--- config.mk ---
export PLATFORM = sky130hd
export DESIGN_NAME = counter
export DESIGN_NICKNAME = d
export VERILOG_FILES = /design/src/rtl/counter.sv
export SDC_FILE = /design/constraint.sdc
export NUM_CORES = 1
export LEC_CHECK = 0
export BUFFER_PORTS_ARGS = -buffer_cell sky130_fd_sc_hd__buf_2
export CORE_MARGIN = 8
export CORE_UTILIZATION = 56
export DETAILED_ROUTE_END_ITERATION = 10
export PLACE_DENSITY = 0.77
export SLEW_MARGIN = 15
export SYNTH_ARGS = -nofsm -noshare
export SYNTH_HDL_FRONTEND = slang
export SYNTH_SLANG_ARGS = --single-unit
export TNS_END_PERCENT = 1
--- constraint.sdc ---
create_clock -name clk -period 2.4 [get_ports clk]
set_input_delay 0 -clock clk [delete_from_list [all_inputs] [get_ports clk]]
set_output_delay 0 -clock clk [all_outputs]
set_load 0.01 [all_outputs]
--- src/rtl/counter.sv ---
// Up/down counter with saturating limits [MIN,MAX], synchronous load and
// a combinational at-limit flag.
module counter #(
    parameter int unsigned WIDTH = 8,
    parameter int unsigned MAX   = 100,
    parameter int unsigned MIN   = 10
) (
    input  logic             clk,
    input  logic             rst,
    input  logic             en,
    input  logic             set,
    input  logic [3:0]       din,
    input  logic [3:0]       step,
    input  logic             up_down,
    output logic [WIDTH-1:0] count,
    output logic             finish
);

    // One guard bit so sum and limit comparisons can never wrap.
    localparam int unsigned XW = WIDTH + 1;

    localparam logic [XW-1:0]    MAX_X = XW'(MAX);
    localparam logic [XW-1:0]    MIN_X = XW'(MIN);
    localparam logic [WIDTH-1:0] MAX_W = WIDTH'(MAX);
    localparam logic [WIDTH-1:0] MIN_W = WIDTH'(MIN);

    logic [XW-1:0]    cnt_x;
    logic [XW-1:0]    step_x;
    logic [XW-1:0]    sum_x;
    logic [XW-1:0]    floor_x;
    logic [WIDTH-1:0] diff_w;
    logic [WIDTH-1:0] count_next;

    assign cnt_x   = XW'(count);
    assign step_x  = XW'(step);
    assign sum_x   = cnt_x + step_x;
    assign floor_x = MIN_X + step_x;
    assign diff_w  = count - WIDTH'(step);

    // Next-count selection: load beats count beats hold; both directions saturate.
    always_comb begin
        count_next = count;
        if (set) begin
            count_next = WIDTH'(din);
        end else if (en && (step != 4'd0)) begin
            if (up_down) begin
                if (sum_x < MAX_X) count_next = WIDTH'(sum_x);
                else               count_next = MAX_W;
            end else begin
                if (cnt_x >= floor_x) count_next = diff_w;
                else                  count_next = MIN_W;
            end
        end
    end

    // Count register; reset clears it immediately.
    always_ff @(posedge clk or negedge rst) begin
        if (!rst) count <= '0;
        else      count <= count_next;
    end

    // At-limit flag decoded straight from the count register.
    always_comb begin
        finish = (count == MAX_W) || (count == MIN_W);
    end

endmodule

# After elaboration in Yosys (flattened, before gate mapping)
# Cells that the tools add are included.
[op_classes] addsub=3 magnitude_cmp=2 n_eq_ne=2 muxes=5 n_reduce_logical=4
[op_table] operator="8-bit 2-to-1 mux" n=5
[op_table] operator="8-bit by 4-bit adder with 9-bit output" n=1
[op_table] operator="9-bit by 7-bit < comparator with 1-bit output (second input constant)" n=1
[op_table] operator="8-bit by 4-bit == test with 1-bit output (second input constant)" n=1
[op_table] operator="8-bit by 7-bit == test with 1-bit output (second input constant)" n=1
[op_table] operator="8-bit by 5-bit greater-or-equal comparator with 1-bit output" n=1
[op_table] operator="8-bit by 4-bit subtractor with 8-bit output" n=1
[op_table] operator="4-bit by 4-bit adder with 5-bit output (first input constant)" n=1
[op_table] operator="4-bit nonzero test" n=1
[op_table] operator="2-bit nonzero test" n=1
[op_table] operator="1-bit logical AND" n=1
[op_table] operator="1-bit logical OR" n=1
[word_totals] regBits=8 out_inout_bits=9

# Logic depth before layout (Yosys ltp)
[depth] word_depth=6 depth_mapped=9

# Worst setup path before layout
# OpenSTA, ideal clock, no wires.
[synth_path] kind="register -> register" from="register count[0]" to="register count[2]" setup_ns=0.123 arrival_time_ns=2.125 t_required_ns=2.277 setup_slack_ns=0.152 stages_incl_launch_ff=10 n_path_buf=0 path_cell_list="dfrtp_1 > inv_1 > ha_1 > inv_1 > fa_1 > o31ai_4 > a21oi_2 > a221o_1 > a31o_1 > o221a_1"
[synth_via] elab_chain_len=6
[synth_lines] item="start: declaration" line_no="15" source="output logic [WIDTH-1:0] count,"
[synth_lines] item="start signal: assignment" line_no="59" source="else count <= count_next;"
[synth_lines] item="8-bit by 4-bit adder with 9-bit output" line_no="36" source="assign sum_x = cnt_x + step_x;"
[synth_lines] item="9-bit by 7-bit < comparator with 1-bit output" line_no="47" source="if (sum_x < MAX_X) count_next = WIDTH'(sum_x);"
[synth_lines] item="8-bit 2-to-1 mux" line_no="47"
[synth_lines] item="8-bit 2-to-1 mux *" line_no="46" source="if (up_down) begin"
[synth_lines] item="8-bit 2-to-1 mux *" line_no="45" source="end else if (en && (step != 4'd0)) begin"
[synth_lines] item="8-bit 2-to-1 mux *" line_no="43" source="if (set) begin"
# Mark *: on every way between the ends. The rest lies on a longest branch, timed or not. The select of a mux whose other input is x is not followed.
# A chain may end at the register's enable or synchronous reset.

# Final worst setup path
# Same ends and word-level chain as after synthesis.

==> impl_metrics.ini <==
[finish]
n_fill_cell = 176
antenna_cells = 0
areaGrowthSynthToFinish_pct = 21.0
fin_cells = 215
regMostFlops = count
layout.nets = 217
drive_gt1_share_pct = 26.7
largest_registers = count: 8 flops
largest_reg_flops = 8

[timing]
grt_setup_unrepaired = yes
fin_crit_ns = 2.33
max-slew-margin-rel_pct = 57.3
finalMaxSlewViolations = 0
max_freq_ghz = 0.429
holdWs_ns = 0.00789
setup_viol = 0
min_period_over_period_pct = 97.1
post-route-worst-setup-slack_ns = 0.0706
skew_ns = 0.00688
finalHoldViolCount = 0
worst_pin_slew_ns = 0.632

[place]
portBuffers = 21
gp_congestion = 0.955
hpwl_um = 2990
dpl.cell_count = 210
dp_slack_ns = 0.0293

[critical_path]
cp-start-kind = register
rr_endpoint = count[2]$_DFFE_PN0P_
crit_fanout = 5
path_common_cell = inv_1
cp-end-kind = register
reg2reg_from = count[0]$_DFFE_PN0P_
r2r_slack_ns = 0.07
critical-path-max-stage-delay_ns = 0.43
critPathKind = reg -> reg
path_delay_family = compound AO/OA/AOI/OAI gates
cp.arrival_ns = 2.47
required_ns = 2.54
worstPathCellList = inv_1, ha_1, inv_1, fa_2, o31ai_4, a21oi_2, a221o_1, a31o_1, o221a_1
worst-path-buf-inv = 2
crit_slowest_cell = dfrtp_1
crit_path_start = count[0]$_DFFE_PN0P_
reg2regPathDepth = 9

[pwr]
swShare_pct = 47.0
combPwrFrac_pct = 68.8
vdd_drop_max_mv = 0.343
power.internal_w = 0.000475
p_leak_nw = 0.665
p_clk_share_pct = 11.1
power_switching_w = 0.000422
seqPwrFrac_pct = 20.0
power_w = 0.000897
power.density_nw_per_um2 = 600

[global_route]
grt_max_degree = 15
grt_pass1_wl_um = 6050
grtUsageTotal_pct = 18.5
grt_pass1_vias = 1307
overflow = 0
antenna_found_initial = 0

[min_path]
hold_depth = 3
hp-start = din[3]
hp-class = in -> reg
holdPathEnd = count[3]$_DFFE_PN0P_

[synthesis]
synth_seq_cells = 8
synth_edf_count = 0
syn-num-nets = 184
syn_area_per_cell_um2 = 7.92
ys_seq_area_share_pct = 16.2
synth_most_common_cell = nor2_1
synthArstFlopShare_pct = 100
postSynthCellCount = 156
synth_commonest_cells = 15 x nor2_1, 12 x ha_1, 11 x inv_1, 10 x a21oi_1, 8 x dfrtp_1
ys.flop_type = dfrtp_1
yosys.area.top_type_share_pct = 16.2
synth.distinct_cells = 50
synthTopCellsByArea = dfrtp_1 16%, ha_1 12%, fa_1 4.9%
synthesis.area_um2 = 1240
synth-warning-count = 0
synth_area_leader_cell = dfrtp_1

[run_status]
status = completed

[flow_run]
max_cap_violations = 0

[route]
drt_wl_total_um = 3730
ant_nets = 0
avgViaCountPerCell = 6.43
vias = 1382
drt-pass1-iter-count = 4
drc = 0
drt_iter0_drc = 88
avgRoutedWirePerCell_um = 17.4

[floorplan]
dieArea_um2 = 3970
rows = 17
fp.dieW_um = 63.0
start_util_pct = 57.5
ioPinCount = 22
dieHeight_um = 63.0
coreArea_um2 = 2150

[clock_network]
cts_tree = built
cts_root_buf = clkbuf_4
ctsLongestPathBuffers = 2
clk_pin_slew_ns = 0.05
insertion_delay_ns = 0.25
clock-sinks = 8
htree_levels = 1
numCtsBuffers = 3
[cell type report]
class / instances / area [µm²] / area share (%)
Timing Repair Buffer: 35 / 213 / 14.2
Multi-Input combinational cell: 130 / 983 / 65.8
Clock buffer: 3 / 22.5 / 1.51
Sequential cell: 8 / 200 / 13.4
Inverter: 11 / 41.3 / 2.76
Tap cell: 28 / 35.0 / 2.34
[metrics by stage]
step | TNS, ns | area (µm²) | util (%)
floorplan | 0 | 1240 | -
global placement | 0 | 1430 | 66.6
detailed placement | 0 | 1430 | 66.6
CTS | 0 | 1460 | 68.1
global route | -0.0944 | 1500 | 69.6
finish | 0 | 1500 | 69.6
[what timing repair did]
| action | 4_1_cts | 5_1_grt |
|---|---|---|
| buffers inserted | 0 | 1 |
| hold buffers | 1 | 0 |
| hold endpoints to repair | 8 | 0 |
| gates resized for setup | 0 | 7 |
| setup endpoints to repair | 0 | 6 |
[worst min-delay path, cell delays in order]
cell and delay [ns]:
buf_2 0.08, a22oi_1 0.08, o31ai_1 0.07
[cell usage in the layout, fill, tap and decap left out, types with 2 or more instances in the layout]
master    synthesis  final
a211o_1           2      2
a211oi_1          4      4
a21o_1            2      2
a21oi_1          10      9
a21oi_2           2      3
a222oi_1          3      3
a31o_1            2      2
a31oi_1           3      3
buf_2             2     21
buf_4             0     13
clkbuf_4          0      3
dfrtp_1           8      8
fa_1              3      2
ha_1             12     11
inv_1            11     11
mux2i_1           2      2
nand2_1           7      7
nand2b_1          4      4
nand3_1           4      4
nor2_1           15     15
nor2b_1           7      7
nor3b_1           2      2
nor4_1            2      2
o211ai_1          3      3
o21a_1            3      3
o21ai_0           5      5
o21ai_1           6      5
o31ai_1           2      2
or2_2             2      2
xor2_1            3      3
[how the worst max path moves through the flow]
stage | slack (ns) | end | cells past startpoint
final | 0.07 | count[2]$_DFFE_PN0P_ | 9
after global placement | 0.06 | count[4]$_DFFE_PN0P_ | 7
after global routing | -0.05 | count[2]$_DFFE_PN0P_ | 9
after detailed placement | 0.03 | count[2]$_DFFE_PN0P_ | 9
after CTS | 0.03 | count[2]$_DFFE_PN0P_ | 9
after floorplan | 0.15 | count[2]$_DFFE_PN0P_ | 9
[cell families (layout without fill, tap and decap cells)]
| kind of cell | count (synthesis) | count (layout) | synth area share, % |
|---|---|---|---|
| AO/OA/AOI/OAI | 59 | 59 | 34.8 |
| AND/OR/NAND/NOR | 50 | 50 | 21.3 |
| buffers and inverters | 18 | 49 | 6.27 |
| adder cells (fa/ha/maj) | 15 | 15 | 17.0 |
| flip-flops | 8 | 8 | 16.2 |
| XOR/XNOR | 4 | 4 | 2.83 |
| multiplexers | 2 | 2 | 1.62 |
[metal layers]
metal | share of wire [%] | vias to the layer above | global-route usage [%]
met5 | 0 | - | 0
met4 | 0.94 | 0 | 5.41
met3 | 6.5 | 4 | 3.58
met1 | 42 | 671 | 23.3
met2 | 51 | 54 | 30.9
li1 | - | 653 | -
[power by group through the flow]
stage | logic [W] | clock network, W | registers [W]
floorplan | 0.000385 | 0 | 0.000198
global placement | 0.000570 | 0 | 0.000178
detailed placement | 0.000585 | 0 | 0.000180
CTS | 0.000592 | 0.000100 | 0.000178
global route | 0.000677 | 0.000114 | 0.000182
finish | 0.000617 | 0.0000998 | 0.000180
No activity file was read; power rests on OpenSTA's default activity.
